<file path="config.mk">
export PLATFORM = sky130hd
export DESIGN_NAME = demux1x4_stripe
export DESIGN_NICKNAME = d
export VERILOG_FILES = /design/src/rtl/demux1x4_stripe.sv
export SDC_FILE = /design/constraint.sdc
export NUM_CORES = 1
export LEC_CHECK = 0
export CAP_MARGIN = 20
export CORE_MARGIN = 3
export CORE_UTILIZATION = 40
export DETAILED_ROUTE_END_ITERATION = 16
export PLACE_DENSITY = 0.67
export SYNTH_ARGS = -nofsm -noshare
export SYNTH_HDL_FRONTEND = slang
export SYNTH_SLANG_ARGS = --single-unit
export TNS_END_PERCENT = 10
</file>
<file path="constraint.sdc">
create_clock -name clk -period 1.25 [get_ports clk]
set_input_delay 0.375 -clock clk [delete_from_list [all_inputs] [get_ports clk]]
set_output_delay 0.375 -clock clk [all_outputs]
set_load 0.01 [all_outputs]
</file>
<file path="src/rtl/demux1x4_stripe.sv">
// rtl/demux1x4_stripe.sv - 1-to-4 byte un-striping demux; optional partial-group flush via DEMUX_IDLE_FLUSH_EN
module demux1x4_stripe #(
  parameter int WIDTH       = 8,
  parameter int IDLE_CYCLES = 4
) (
  input  logic             clk,
  input  logic             reset,
  input  logic [WIDTH-1:0] in,
  input  logic             validin,
  output logic [WIDTH-1:0] out0,
  output logic [WIDTH-1:0] out1,
  output logic [WIDTH-1:0] out2,
  output logic [WIDTH-1:0] out3,
  output logic [3:0]       validout,
  output logic [1:0]       lane_ptr
);

  typedef enum logic [1:0] {L0 = 2'd0, L1 = 2'd1, L2 = 2'd2, L3 = 2'd3} state_t;

  state_t           state;
  logic [WIDTH-1:0] stg0;
  logic [WIDTH-1:0] stg1;
  logic [WIDTH-1:0] stg2;

  // The idle threshold has to fit the 4-bit idle counter.
  if (IDLE_CYCLES < 1 || IDLE_CYCLES > 15) begin : g_idle_range_bad
    $error("IDLE_CYCLES must be in 1..15");
  end

  // The FSM state is the next lane to fill, so it is exported directly.
  assign lane_ptr = state;

`ifdef DEMUX_IDLE_FLUSH_EN
  logic [3:0] idle_cnt;
  logic       flush_now;

  // Flush on the edge where this idle cycle would bring the count to IDLE_CYCLES.
  assign flush_now = !validin && (state != L0) && (idle_cnt == 4'(IDLE_CYCLES - 1));
`endif

  // Lane FSM: stage bytes 0..2, emit the whole group when byte 3 arrives.
  always_ff @(posedge clk or negedge reset) begin
    if (!reset) begin
      state    <= L0;
      stg0     <= '0;
      stg1     <= '0;
      stg2     <= '0;
      out0     <= '0;
      out1     <= '0;
      out2     <= '0;
      out3     <= '0;
      validout <= 4'b0000;
`ifdef DEMUX_IDLE_FLUSH_EN
      idle_cnt <= 4'd0;
`endif
    end else begin
      validout <= 4'b0000;
      if (validin) begin
`ifdef DEMUX_IDLE_FLUSH_EN
        idle_cnt <= 4'd0;
`endif
        case (state)
          L0: begin
            stg0  <= in;
            state <= L1;
          end
          L1: begin
            stg1  <= in;
            state <= L2;
          end
          L2: begin
            stg2  <= in;
            state <= L3;
          end
          L3: begin
            out0     <= stg0;
            out1     <= stg1;
            out2     <= stg2;
            out3     <= in;
            validout <= 4'b1111;
            state    <= L0;
          end
        endcase
      end
`ifdef DEMUX_IDLE_FLUSH_EN
      else if (state != L0) begin
        if (flush_now) begin
          // Partial group: filled lanes from staging, the rest forced to zero.
          out0     <= stg0;
          out1     <= (state == L2 || state == L3) ? stg1 : '0;
          out2     <= (state == L3) ? stg2 : '0;
          out3     <= '0;
          case (state)
            L1:      validout <= 4'b0001;
            L2:      validout <= 4'b0011;
            default: validout <= 4'b0111;
          endcase
          state    <= L0;
          idle_cnt <= 4'd0;
        end else begin
          idle_cnt <= idle_cnt + 4'd1;
        end
      end
`endif
    end
  end

endmodule

</file>
==> out/metrics.csv, run 1 <==
stage,metric,value,unit
status,status,finished with violations,
status,violations,setup timing,
synthesis,yosysWarnings,0,
sta,rsz0062_at_grt,yes,
critical_path,crit_chain,"ha_4, nand2_8, clkbuf_16, mux2_4",
floorplan,initial_utilization,0.4279,
critical_path,critPathTopFamily,flip-flops,
sta,finalSetupTns,-3.177,ns
synthesis,ys_ff_latch,59,
global_routing,grt_pass1_wl,7803,um
sta,skew,0.005487,ns
floorplan,die_y,83.92,um
synthesis,avgSynthCellArea,17.73,um^2
synthesis,yosysSeqAreaShare,0.6079,
routing,routedWlPerCell,16.74,um
global_routing,antenna_found_initial,0,
critical_path,crit_type,flop to flop,
place,dp_cells,268,
critical_path,crit_path_start_kind,flop,
floorplan,die_area,0.007043,mm^2
clock_network,cts_buffers,9,
synthesis,synthCells,137,
floorplan,num_rows,27,
clock_network,cts_tree,yes,
synthesis,syn_nets,152,
floorplan,die_x,83.92,um
job,max_cap_violations,0,
floorplan,coreArea,0.005675,mm^2
clock_network,cts.sinks,59,
global_routing,first_global_vias,1535,
final_layout,final_cell_mix,"dfrtp_1, mux2_4, buf_2",
clock_network,clk_latency,0.33,ns
clock_network,cts_max_path_buffers,2,
routing,totalWireLength,4889,um
global_routing,grt_start_max_net_pins,38,
sta,fin_crit,1.332,ns
routing,via_per_inst,4.709,
critical_path,cp_max_fo,7,
synthesis,synth-compound-area-share,0.006182,
clock_network,root_buffer,clkbuf_8,
place,port_buffers,48,
critical_path,worst_ep_required_time,1.46,ns
critical_path,end_kind,flop,
sta,period_share,1.065,
critical_path,crit_buf_inv,1,
global_routing,grt_usage,0.1432,
synthesis,synth_top_family_by_area,multiplexers,
place,detailedPlace.worstSlack,-0.4717,ns
final_layout,final_nets,230,
final_layout,finalNonFillerCells,292,
final_layout,area_delta_synth_final,35.60,%
synthesis,synthXorXnorAreaFrac,0,
critical_path,worst_path_max_delay_cell,dfrtp_2,
min_path,hold_path_class,input pin to async pin,
sta,finalWorstSetupSlack,-0.08153,ns
synthesis,synthAdderAreaFrac,0.02061,
synthesis,syn-cell-area,0.002429,mm^2
sta,tightest_slew,0.2182,ns
clock_network,htreeDepth,3,
place,dp_hpwl,3134,um
power_and_ir_drop,p_per_area,2680,mW/mm^2
routing,drc,0,
power_and_ir_drop,vdd_ir_drop_max,1287,uV
routing,final_antenna_net_count,0,
sta,hold_violations,0,
global_routing,overflow,0,
floorplan,ioPinCount,49,
clock_network,clkTransAtPathRegs,0.07,ns
place,gp_congestion,0.7529,
sta,fmax,751.0,MHz
sta,setup-violations-final,58,
final_layout,layout_commonest_cell,dfrtp_1,
power_and_ir_drop,p_leak,0.001682,uW
routing,drt_first_pass_iters,4,
synthesis,synth_cell_type_count,12,
sta,slew_violations,0,
routing,vias,1375,
critical_path,cp_slowest_stage_delay,0.45,ns
critical_path,cp.arrival,1.55,ns
sta,relSlewSlack,0.8545,
synthesis,synthSimpleGateAreaFrac,0.01752,
final_layout,drive_above_1_share,0.6727,
routing,detail_route.iter0.violations,52,
final_layout,diodes,0,
synthesis,synthMuxAreaShare,0.3045,
## layer usage
layer,track usage,routed length (um),up-vias
met5,0,0,-
met4,0.07018,85,0
met3,0.04640,299,8
met2,0.2213,2327,46
met1,0.1808,2177,692
li1,-,-,629
## timing repair
action / 4_1_cts / 5_1_grt
endpoints found under the setup margin: 93 / 89
buffers inserted: 5 / 0
pin swaps: 0 / 2
endpoints found under the hold margin: 5 / 0
gates resized for setup: 155 / 13
cloned: 0 / 2
hold buffers: 1 / 0
## synth_stat cells
library cell   n  area (um^2)
buf_12         3        60.06
nand2_8        1        20.02
buf_4          3        22.52
mux2_2        27        304.0
nand2_2        3        18.77
o21ai_0        3        15.01
buf_6          1        11.26
dfrtp_1       59         1476
mux2_4        29        435.4
ha_1           4        50.05
inv_1          3        11.26
nand2_1        1        3.750
## registers in the layout (all words and copies together) (netlist names)
name      cells
out0          8
out1          8
out2          8
out3          8
stg0          8
stg1          8
stg2          8
lane_ptr      2
validout      1
## power by group
group	total, uW	internal [uW]	leakage (uW)	switching, uW
clock	1670	911	0.0000950	761
sequential	3470	2890	0.000705	580
combinational	3690	2340	0.000882	1340
## cells by family after synthesis
kind of cell,Yosys count
DFF,59
muxes,56
buffers and inverters,10
and+or+nand+nor,5
adders and majority gates,4
AOI/OAI and AO/OA,3
## worst paths after layout
path / end / start / cells after the start / slack [ns]
max reg2reg: out1[0] / lane_ptr[0] / 4 / -0.08
max in group asynchronous: stg0[6] / reset / 3 / 0.38
max: out1[0] / lane_ptr[0] / 4 / -0.08
min: validout[2] / reset / 2 / 0.41
min in group clk: out2[1] / stg2[1] / 1 / 0.50
min reg2reg: out2[1] / stg2[1] / 1 / 0.50
## area by class of cell
| type | instances | area, um^2 |
|---|---|---|
| fillers | 450 | 2382 |
| clock buffers | 9 | 123.9 |
| inverters | 3 | 11.26 |
| clock inverters | 7 | 68.82 |
| well taps | 72 | 90.09 |
| flip-flops and latches | 59 | 1479 |
| repair buffers | 74 | 601.8 |
| multi-input cells | 68 | 918.4 |
## metrics by stage
| stage | hold WS (ns) | utilization | power [uW] | area [um^2] |
|---|---|---|---|---|
| floorplan | 0.07941 | - | 5485 | 2462 |
| global placement | 0.2203 | 0.5496 | 7210 | 3119 |
| detailed placement | 0.2220 | 0.5496 | 7368 | 3119 |
| CTS | 0.3992 | 0.5633 | 8677 | 3197 |
| global route | 0.4112 | 0.5802 | 9352 | 3293 |
| finish | 0.4072 | 0.5802 | 8825 | 3293 |
No activity file was read; power rests on OpenSTA's default activity.
==> run 2, diff against run 1 <==
- CORE_MARGIN: 3 -> not set
==> run 2 against run 1 <==
Critical path type unchanged. Clock skew about the same. Critical path depth unchanged. Critical endpoint is now out0[1]. First-iteration DRC count increased by 17%. Total power increased by 0.43%. The run still ends with setup timing left. Sequential share of layout area increased by 0.54 points. Cell count decreased by 1.0%.
==> out/metrics.csv, run 2 (same netlist as run 1, synthesis figures left out) <==
stage,metric,value,unit
critical_path,critPathTopFamily,flip-flops,
global_routing,grt_start_max_net_pins,60,
power_and_ir_drop,p_leak,0.001650,uW
critical_path,end_kind,flop,
routing,final_antenna_net_count,0,
place,post_dp_cell_area,0.003093,mm^2
critical_path,r2r_cells,4,
routing,via_per_inst,4.668,
critical_path,r2r_setup_slack,-0.09,ns
critical_path,r2r-end,out0[1],
global_routing,grt_pass1_wl,7493,um
final_layout,multiInputGateArea,905.9,um^2
final_layout,utilization,0.5529,
routing,wl_met1,2136,um
final_layout,area_delta_synth_final,34.00,%
sta,finalWorstSetupSlack,-0.09247,ns
clock_network,cts_max_path_buffers,2,
routing,drc,0,
global_routing,first_global_vias,1436,
routing,routed.top_layer,met4,
job,max_cap_violations,0,
global_routing,antenna_found_initial,0,
critical_path,cp_slowest_stage_delay,0.45,ns
final_layout,fill_cells,504,
floorplan,die_area,0.006387,mm^2
critical_path,reg2reg_from,lane_ptr[1],
critical_path,crit_chain,"ha_4, nand2_8, clkbuf_16, mux2_4",
status,status,finished with violations,
floorplan,coreArea,0.005886,mm^2
critical_path,worst_ep_required_time,1.47,ns
sta,relSlewSlack,0.7923,
sta,skew,0.005802,ns
sta,setup-violations-final,57,
final_layout,layout_commonest_cell,dfrtp_1,
final_layout,design_area,0.003254,mm^2
final_layout,final_nets,224,
global_routing,overflow,0,
sta,hold_violations,0,
sta,slew_violations,0,
routing,wl_met3,241,um
clock_network,clk_latency,0.33,ns
place,gp_congestion,0.6676,
floorplan,num_rows,28,
critical_path,crit_type,flop to flop,
place,dp_hpwl,2925,um
routing,routedWlPerCell,16.26,um
clock_network,cts.sinks,59,
clock_network,htreeDepth,3,
sta,fmax,744.9,MHz
routing,detail_route.iter0.violations,61,
place,dp_cells,267,
floorplan,initial_utilization,0.4126,
final_layout,final_cell_mix,"dfrtp_1, buf_2, mux2_4",
critical_path,worst_path_max_delay_cell,dfrtp_2,
critical_path,crit_path_start_kind,flop,
sta,tightest_slew,0.3116,ns
final_layout,diodes,0,
clock_network,root_buffer,clkbuf_8,
power_and_ir_drop,vdd_ir_drop_max,1436,uV
sta,period_share,1.074,
place,port_buffers,48,
sta,fin_crit,1.342,ns
final_layout,drive_above_1_share,0.6682,
global_routing,grt_usage,0.1618,
clock_network,clkTransAtPathRegs,0.07,ns
routing,totalWireLength,4699,um
power_and_ir_drop,p_per_area,2723,mW/mm^2
clock_network,hold_buffers,0,
sta,finalSetupTns,-3.521,ns
floorplan,die_y,79.92,um
place,detailedPlace.worstSlack,-0.4763,ns
critical_path,cp_max_fo,8,
routing,drt_first_pass_iters,4,
min_path,hold_path_class,input pin to async pin,
clock_network,cts_tree,yes,
critical_path,cp.arrival,1.56,ns
routing,dr_wl_met2,2261,um
floorplan,die_x,79.92,um
routing,vias,1349,
final_layout,seq_area,0.001479,mm^2
floorplan,ioPinCount,49,
sta,rsz0062_at_grt,yes,
critical_path,crit_buf_inv,1,
status,violations,setup timing,
clock_network,cts_buffers,9,
final_layout,finalNonFillerCells,289,
## run 2: how the worst max path moves through the flow
stage                 from  endpoint  slack [ns]  cells after the start
2_1_floorplan  lane_ptr[1]   out0[0]       -0.02                      4
3_3_place_gp       validin   stg2[6]       -0.44                      4
3_5_place_dp       validin   stg1[3]       -0.48                      4
4_1_cts        lane_ptr[1]   out3[1]        -0.1                      4
5_1_grt        lane_ptr[0]   out3[1]       -0.13                      4
6_report       lane_ptr[1]   out0[1]       -0.09                      4
## run 2: worst register-to-register path: cells and delay by family (launching register included)
kind | cells | cell delay, ns
adders and majority gates | 1 | 0.19
buffers and inverters | 1 | 0.18
DFF | 1 | 0.45
muxes | 1 | 0.29
and+or+nand+nor | 1 | 0.12
## run 2: final cells by class
cell class	instances	area share
Sequential cell	59	0.4544
Multi-Input combinational cell	68	0.2784
Timing Repair Buffer	68	0.1653
Clock buffer	11	0.04652
Tap cell	75	0.02884
Clock inverter	5	0.02307
Inverter	3	0.003460
## run 2: repair_timing
item / 4_1_cts / 5_1_grt
setup endpoints to repair: 91 / 89
setup buffers: 2 / 2
resized for setup: 156 / 6
pin swaps: 1 / 2
hold endpoints to repair: 0 / 0
cloned: 0 / 2
## run 2: metrics by stage
| step | total power, uW | hold slack, ns |
|---|---|---|
| final | 8863 | 0.04542 |
| after detailed placement | 7277 | 0.4092 |
| after floorplan | 5485 | 0.07941 |
| after CTS | 8788 | 0.04629 |
| after global routing | 9394 | 0.05912 |
| after global placement | 7114 | 0.3970 |
## run 2: report_power, final
group	internal, uW	leakage [uW]	switching, uW
combinational	2180	0.000826	1280
sequential	2890	0.000705	572
clock	1220	0.000119	728
total	6280	0.00165	2580
## run 2: metal layers
metal | vias up | track usage
li1 | 620 | -
met1 | 681 | 0.2130
met2 | 41 | 0.2402
met5 | - | 0
met3 | 7 | 0.05029
met4 | 0 | 0.08036
==> run 3, diff against run 2 <==
--- a/config.mk
+++ b/config.mk
@@ -10,3 +10,3 @@
 export DETAILED_ROUTE_END_ITERATION = 16
-export PLACE_DENSITY = 0.67
+export PLACE_DENSITY_LB_ADDON = 0.15
 export SYNTH_ARGS = -nofsm -noshare
==> constraint.sdc (replaced) <==
create_clock -name clk -period 1.3 [get_ports clk]
set_input_delay 0.39 -clock clk [delete_from_list [all_inputs] [get_ports clk]]
set_output_delay 0.39 -clock clk [all_outputs]
set_load 0.02 [all_outputs]
==> run 3 against run 2 <==
The flow still finishes with violations (setup timing). Clock power down 25%. Wire length down 7.9%. Largest power group is now combinational logic. Cell area down 1.2%. Sequential cell count unchanged. Critical path depth unchanged. Fmax down 0.62%. Die area unchanged. Largest cell class unchanged. Non-clock buffer count up 5. Clock skew up 0.00071 ns.
==> out/metrics.csv, run 3 (same netlist as run 1, synthesis figures left out) <==
stage,metric,value,unit
sta,setup-violations-final,45,
global_routing,first_global_vias,1438,
final_layout,drive_above_1_share,0.6606,
sta,rsz0062_at_grt,yes,
power_and_ir_drop,finalPower,8566,uW
critical_path,reg2reg_from,lane_ptr[1],
floorplan,die_area,0.006387,mm^2
final_layout,area_delta_synth_final,32.35,%
floorplan,ioPinCount,49,
final_layout,diodes,0,
critical_path,crit_chain,"ha_4, nand2_8, clkbuf_16, mux2_4",
critical_path,worst_path_max_delay_cell,dfrtp_2,
final_layout,final_nets,229,
clock_network,root_buffer,clkbuf_8,
critical_path,r2r_setup_slack,-0.05,ns
routing,via_per_inst,4.570,
sta,relSlewSlack,0.7959,
routing,drc,0,
global_routing,grt_usage,0.1478,
min_path,hold_path_class,input pin to async pin,
critical_path,cp_slowest_stage_delay,0.45,ns
final_layout,finalNonFillerCells,293,
global_routing,grt_pass1_wl,6948,um
floorplan,coreArea,0.005886,mm^2
clock_network,htreeDepth,3,
sta,hold_violations,0,
routing,vias,1339,
sta,period_share,1.039,
power_and_ir_drop,vdd_ir_drop_max,1441,uV
clock_network,cts_max_path_buffers,2,
final_layout,fill_cells,512,
critical_path,r2r-end,out3[0],
floorplan,die_x,79.92,um
critical_path,r2r_cells,4,
routing,final_antenna_net_count,0,
power_and_ir_drop,p_per_area,2665,mW/mm^2
sta,tightest_slew,0.3061,ns
routing,detail_route.iter0.violations,45,
global_routing,antenna_found_initial,0,
power_and_ir_drop,p_leak,0.001628,uW
final_layout,layout_commonest_cell,dfrtp_1,
final_layout,seq_area,0.001479,mm^2
critical_path,crit_path_start_kind,flop,
status,violations,setup timing,
critical_path,end_kind,flop,
global_routing,overflow,0,
clock_network,clkTransAtPathRegs,0.07,ns
place,gp_congestion,0.6917,
sta,fin_crit,1.351,ns
floorplan,num_rows,28,
critical_path,cp_max_fo,7,
place,port_buffers,48,
routing,routedWlPerCell,14.77,um
clock_network,cts_tree,yes,
floorplan,die_y,79.92,um
critical_path,cp.arrival,1.55,ns
sta,skew,0.006515,ns
job,max_cap_violations,0,
routing,totalWireLength,4329,um
clock_network,cts_buffers,9,
critical_path,critPathTopFamily,flip-flops,
clock_network,clk_latency,0.32,ns
critical_path,cp-startpoint,lane_ptr[1],
critical_path,crit_type,flop to flop,
global_routing,grt_start_max_net_pins,60,
place,dp_cells,276,
clock_network,cts_setup_buffers,0,
sta,fmax,740.3,MHz
floorplan,initial_utilization,0.4126,
critical_path,worst_ep_required_time,1.50,ns
status,status,finished with violations,
routing,drt_first_pass_iters,4,
sta,slew_violations,0,
place,dp_hpwl,2772,um
final_layout,multiInputGateArea,890.9,um^2
clock_network,cts.sinks,59,
critical_path,crit_buf_inv,1,
critical_path,path_depth,4,
place,detailedPlace.worstSlack,-0.4344,ns
final_layout,final_cell_mix,"dfrtp_1, buf_2, mux2_4",
sta,finalWorstSetupSlack,-0.05080,ns
==> run 3: changes by cell type in the layout (fill, tap and decap cells not counted), moves of 2 or more <==
cell       change
buf_4          +5
mux2_2         +4
mux2_4         -4
bufinv_16      -2
inv_1          +2
inv_2          -2
==> run 3: layer usage <==
metal,vias up,track usage,part of all wire
li1,623,-,-
met1,678,0.1901,0.45
met2,36,0.2299,0.49
met3,2,0.05829,0.056
met4,0,0.04286,0.0030
met5,-,0,0
==> run 3: layout make-up <==
| class | count | area share |
|---|---|---|
| Sequential cell | 59 | 0.4601 |
| Multi-Input combinational cell | 68 | 0.2772 |
| Timing Repair Buffer | 73 | 0.1744 |
| Clock buffer | 13 | 0.05255 |
| Tap cell | 75 | 0.02919 |
| Inverter | 3 | 0.003503 |
| Clock inverter | 2 | 0.003114 |
==> run 3: power by group <==
group | total, uW | internal, uW | switching [uW]
Combinational | 3810 | 2150 | 1650
Clock | 1470 | 832 | 640
Sequential | 3290 | 2780 | 513
==> run 3: what timing repair did <==
action | CTS | global route
endpoints found under the hold margin | 0 | 0
resized for setup | 158 | 8
pin swaps | 1 | 2
cloned | 0 | 2
endpoints found under the setup margin | 91 | 67
hold buffers | 0 | 0
==> run 3: worst max path at each step <==
stage                     slack, ns  endpoint
after floorplan               -0.03   out0[0]
after global placement        -0.40   stg2[3]
after detailed placement      -0.43   stg2[1]
after CTS                     -0.05   out1[0]
after global routing          -0.07   out3[0]
final                         -0.05   out3[0]
==> run 3: worst register-to-register path: stages (launching register included) <==
cell       delay (ns)
dfrtp_2          0.45
ha_4             0.19
nand2_8          0.12
clkbuf_16        0.18
mux2_4           0.30
==> run 3: stage by stage <==
| stage | area [um^2] | utilization | TNS (ns) | hold WS [ns] |
|---|---|---|---|---|
| floorplan | 2434 | - | -1.130 | 0.09441 |
| global placement | 3119 | 0.5300 | -21.99 | 0.4123 |
| detailed placement | 3119 | 0.5300 | -23.85 | 0.4198 |
| CTS | 3137 | 0.5330 | -1.319 | 0.07263 |
| global route | 3214 | 0.5461 | -3.270 | 0.06820 |
| finish | 3214 | 0.5461 | -1.071 | 0.06354 |
